--- src/rtl/mux_rr_arbiter_pkg.sv ---
// Shared definitions for the round-robin 8:1 select arbiter: requester count,
// select width and FSM state encoding.
package mux_rr_arbiter_pkg;

  localparam int unsigned NREQ  = 8;
  localparam int unsigned SEL_W = 3;

  typedef enum logic {
    StIdle  = 1'b0,
    StGrant = 1'b1
  } arb_state_e;

endpackage

--- src/rtl/mux8_sel.sv ---
// Combinational 8:1 single-bit select; forms the D input of the arbiter's data register.
module mux8_sel
  import mux_rr_arbiter_pkg::*;
(
  input  logic [NREQ-1:0]  din_i,
  input  logic [SEL_W-1:0] sel_i,
  output logic             bit_o
);

  assign bit_o = din_i[sel_i];

endmodule

--- src/rtl/mux_rr_arbiter.sv ---
// Round-robin arbiter owning the select lines of an 8:1 bit datapath.
// Define ARB_TIMEOUT_EN to force release after MAX_HOLD grant cycles.
module mux_rr_arbiter
  import mux_rr_arbiter_pkg::*;
#(
  parameter int unsigned MAX_HOLD = 15
) (
  input  logic             clk,
  input  logic             rst_n,
  input  logic [NREQ-1:0]  req,
  input  logic [NREQ-1:0]  din,
  output logic [SEL_W-1:0] sel,
  output logic [NREQ-1:0]  gnt,
  output logic             busy,
  output logic             y
);

  if ((MAX_HOLD < 2) || (MAX_HOLD > 255)) begin : g_bad_max_hold
    $error("MAX_HOLD must be in 2..255");
  end

  // First requester found scanning last+1 .. last+8 (mod 8); last itself is lowest priority.
  function automatic logic [SEL_W-1:0] rr_pick(input logic [NREQ-1:0]  r,
                                               input logic [SEL_W-1:0] last);
    logic [SEL_W-1:0] idx;
    logic [SEL_W-1:0] pick;
    logic             found;
    pick  = last;
    found = 1'b0;
    for (int unsigned i = 1; i <= NREQ; i++) begin
      idx = last + SEL_W'(i);
      if (!found && r[idx]) begin
        pick  = idx;
        found = 1'b1;
      end
    end
    return pick;
  endfunction

  arb_state_e       state_q, state_d;
  logic [SEL_W-1:0] sel_q, sel_d;
  logic [NREQ-1:0]  gnt_q, gnt_d;
  logic             busy_q, busy_d;
  logic             y_q, y_d;
  logic [SEL_W-1:0] last_q, last_d;
  logic [SEL_W-1:0] pick_w;
  logic             sel_bit;
  logic             timeout;

  assign pick_w = rr_pick(req, last_q);

  mux8_sel u_mux8_sel (
    .din_i (din),
    .sel_i (sel_q),
    .bit_o (sel_bit)
  );

`ifdef ARB_TIMEOUT_EN
  localparam logic [7:0] HoldLast = 8'(MAX_HOLD - 1);

  logic [7:0] hold_cnt_q, hold_cnt_d;

  assign timeout = (hold_cnt_q == HoldLast);

  always_comb begin
    hold_cnt_d = hold_cnt_q;
    if (state_q == StIdle) begin
      if (|req) hold_cnt_d = '0;
    end else if (hold_cnt_q != HoldLast) begin
      hold_cnt_d = hold_cnt_q + 8'd1;
    end
  end

  always_ff @(posedge clk or negedge rst_n) begin
    if (!rst_n) hold_cnt_q <= '0;
    else        hold_cnt_q <= hold_cnt_d;
  end
`else
  assign timeout = 1'b0;
`endif

  always_comb begin
    state_d = state_q;
    sel_d   = sel_q;
    gnt_d   = gnt_q;
    busy_d  = busy_q;
    y_d     = y_q;
    last_d  = last_q;
    unique case (state_q)
      StIdle: begin
        if (|req) begin
          sel_d   = pick_w;
          gnt_d   = {{(NREQ-1){1'b0}}, 1'b1} << pick_w;
          busy_d  = 1'b1;
          last_d  = pick_w;
          state_d = StGrant;
        end
      end
      StGrant: begin
        y_d = sel_bit;
        // Release wins over the data capture: y returns to 0 on the release edge.
        if (!req[sel_q] || timeout) begin
          gnt_d   = '0;
          busy_d  = 1'b0;
          y_d     = 1'b0;
          state_d = StIdle;
        end
      end
    endcase
  end

  always_ff @(posedge clk or negedge rst_n) begin
    if (!rst_n) begin
      state_q <= StIdle;
      sel_q   <= '0;
      gnt_q   <= '0;
      busy_q  <= 1'b0;
      y_q     <= 1'b0;
      last_q  <= SEL_W'(NREQ - 1);
    end else begin
      state_q <= state_d;
      sel_q   <= sel_d;
      gnt_q   <= gnt_d;
      busy_q  <= busy_d;
      y_q     <= y_d;
      last_q  <= last_d;
    end
  end

  assign sel  = sel_q;
  assign gnt  = gnt_q;
  assign busy = busy_q;
  assign y    = y_q;

endmodule

--- config.mk ---
export PLATFORM = sky130hd
export DESIGN_NAME = mux_rr_arbiter
export DESIGN_NICKNAME = d
export VERILOG_FILES = /design/src/rtl/mux_rr_arbiter_pkg.sv /design/src/rtl/mux8_sel.sv /design/src/rtl/mux_rr_arbiter.sv
export SDC_FILE = /design/constraint.sdc
export NUM_CORES = 1
export LEC_CHECK = 0
export BUFFER_PORTS_ARGS = -buffer_cell sky130_fd_sc_hd__buf_4
export CORE_ASPECT_RATIO = 0.8
export CORE_UTILIZATION = 30
export CTS_CLUSTER_SIZE = 14
export DETAILED_ROUTE_END_ITERATION = 16
export PLACE_DENSITY = 0.57
export SYNTH_ARGS = -nofsm -noshare
export SYNTH_HDL_FRONTEND = slang
export SYNTH_HIERARCHICAL = 1
export SYNTH_SLANG_ARGS = --single-unit
--- constraint.sdc ---
create_clock -name clk -period 3.35 [get_ports clk]
set_clock_uncertainty 0.05 [all_clocks]
set_input_delay 0 -clock clk [delete_from_list [all_inputs] [get_ports clk]]
set_output_delay 0 -clock clk [all_outputs]
set_load 0.05 [all_outputs]
==> reports/qor.yml <==
run_status:
  status: "complete, no violations"
synth:
  syn_avg_cell_area_um2: 10.16
  synth_compound_area_frac: 0.2218
  synthesis.area_mm2: 0.001687
  ys_types: 47
  seq_area_frac_synth: 0.2545
  yosysTopAreaCell: "dfrtp_1"
  synth_top_family_by_area: "multiplexers"
  ys_dominant_reg_cell: "dfrtp_1"
  synth_nets: 186
  yosysWarningCount: 6
  synth-edff-count: 0
  synth_area_leaders: "dfrtp_1 21%, mux4_2 19%, nand2_1 6.2%"
  synth.area.mux_share: 0.3086
  synth_xor_area_frac: 0.02596
  synth_top_area_frac: 0.2077
  ys_async_sr_fraction: 1.000
  postSynthCellCount: 166
  yosys_register_bits: 17
  synth_fa_ha_area_frac: 0.01484
  synthSimpleGateAreaFrac: 0.1335
floorplanning:
  start_util: 0.3103
  die_w_um: 85.83
  ioPinCount: 31
  die_h_um: 69.07
  core-area_mm2: 0.005435
  dieArea_mm2: 0.005928
  num_rows: 24
timing:
  period_minus_slack_ns: 3.227
  slew-limit-headroom: 0.5463
  min_period_over_period: 0.9634
  setup_viol: 0
  setup_slack_ns: 0.1225
  worst_pin_slew_ns: 0.6760
  finalMaxSlewViolations: 0
  finalHoldViolCount: 0
  tns_ns: 0
  fmax_mhz: 309.8
  rsz0062_at_grt: "no"
drt:
  drt-initial-drc-count: 145
  drt-vias-per-instance: 5.379
  drcViolationCount: 0
  vias: 1533
  routedWlPerCell_um: 15.08
  antenna_left: 0
  drt_first_pass_iters: 4
  routed_wl_um: 4299
clock_network:
  cts_buffer_depth: 2
  htreeDepth: 1
  cts-root-buf: "clkbuf_8"
  cts_tree: "built"
  clkSinkCount: 17
  worst_skew_pair.late_latency_ns: 0.25
  clkTransAtPathRegs_ns: 0.06
  cts_buffers: 3
final_layout:
  stdcell_count: 285
  area_growth_pct: 29.15
  drive_above_1_share: 0.4106
  diodes: 0
  nNetsFinal: 228
place:
  dp_slack_ns: 0.05085
  post-dp-hpwl_um: 3238
  io_buffers: 30
  place_inst: 277
  gp_congestion: 0.7926
grt:
  antenna_found_initial: 0
  grt_pass1_wl_um: 7169
  grt_usage: 0.1497
  grt_pass1_vias: 1424
  grt_max_degree: 18
  grt_overflow: 0
critical_path:
  cp_data_required_time_ns: 3.44
  cp-start-kind: "flop"
  slowest_delay_ns: 0.53
  path_max_fanout: 6
  crit_chain: "inv_1, ha_4, mux4_2, mux2_2, o32ai_4, and3_1, a32oi_1, a221o_2, a32o_1"
  worstSetupEndpointType: "flop"
  path_class: "reg2reg"
  critPathSlowestCell: "dfstp_2"
  cp.arrival_ns: 3.31
flow_run:
  timing.max_cap.violations: 0
worst_hold_path:
  holdCritPathClass: "in2async"
==> cells in the final DEF (no fill, tap or decap), drive strengths merged, types with 2 or more instances in the layout <==
cell type / count
a211oi: 2
a21oi: 6
a221o: 3
a221oi: 2
a32o: 4
and3: 2
buf: 44
clkbuf: 3
dfrtp: 14
dfstp: 3
ha: 2
inv: 7
mux2: 7
mux2i: 7
mux4: 16
nand2: 28
nand2b: 5
nand3: 5
nor2: 5
nor4: 2
o21ai: 11
o31ai: 4
o32ai: 3
xnor2: 3
xor2: 2
==> kinds of logic after synthesis <==
| logic type | count (synthesis) |
|---|---|
| adder cells (fa/ha/maj) | 2 |
| AND/OR/NAND/NOR | 50 |
| flip-flops | 17 |
| XOR/XNOR | 5 |
| buffers and inverters | 15 |
| multiplexers | 30 |
| AO/OA/AOI/OAI | 47 |
==> per-stage QoR <==
stage | hold slack [ns] | util | instance area (um2)
floorplan | -0.3456 | - | 1692
global placement | -0.1718 | 0.3771 | 2049
detailed placement | -0.1750 | 0.3771 | 2049
CTS | 0.08902 | 0.3874 | 2106
global route | 0.1050 | 0.4008 | 2178
finish | 0.09000 | 0.4008 | 2178
==> routing by layer <==
layer  vias to the layer above  GRT usage  wire length (um)
met5                         -          0                 0
li1                        739          -                 -
met4                         0    0.01111                 0
met1                       764     0.2270              2098
met3                         0    0.03353               166
met2                        30     0.2276              2034
==> cell usage after synthesis, types with 4 or more instances <==
library cell and number:
nand2_1 28, dfrtp_1 14, mux4_2 14, o21ai_0 8, mux2_2 7, a21oi_1 6
inv_1 6, mux2i_1 6, nand2b_1 5, nand3_1 5, nor2_1 5, a32o_1 4
buf_2 4, o31ai_1 4
==> timing repair <==
action / 4_1_cts / 5_1_grt
endpoints found under the hold margin: 17 / 0
gates resized for setup: 0 / 10
hold buffers: 1 / 0
buffers inserted: 0 / 3
endpoints found under the setup margin: 0 / 9
==> path summary, 6_finish.rpt <==
| check | from | slack [ns] | cells after the start | end |
|---|---|---|---|---|
| min | rst_n | 0.09 | 2 | y |
| max reg2reg | last_q[1] | 0.12 | 9 | gnt[1] |
| max in group asynchronous | rst_n | 2.90 | 2 | last_q[2] |
| min reg2reg | gnt[2] | 0.43 | 2 | gnt[2] |
| min in group clk | din[7] | 0.28 | 5 | y |
| max | last_q[1] | 0.12 | 9 | gnt[1] |
==> registers in the layout, indices dropped and copies added, names as in the netlist <==
register	cells
busy	1
gnt	8
last_q	3
sel	3
state_q	1
y	1
==> area by class of cell <==
class / count / area, um2
clock inverter: 1 / 5.005
fill: 537 / 3257
multi-input combinational: 134 / 1235
clock buffer: 3 / 41.29
sequential: 17 / 429.2
inverter: 7 / 26.28
tap: 78 / 97.59
timing repair buffer: 45 / 344.1
==> worst max-delay path, delay by kind of cell, from the launching register on <==
kind,cells,cell delay [ns]
mux,2,0.81
simple gates,1,0.20
flops,1,0.53
compound gates,4,1.16
buf+inv,1,0.07
fa+ha+maj,1,0.30
Power is left out: the tool's default activity adds up to more than one toggle a clock period on the data nets, which glitch-free logic cannot reach.
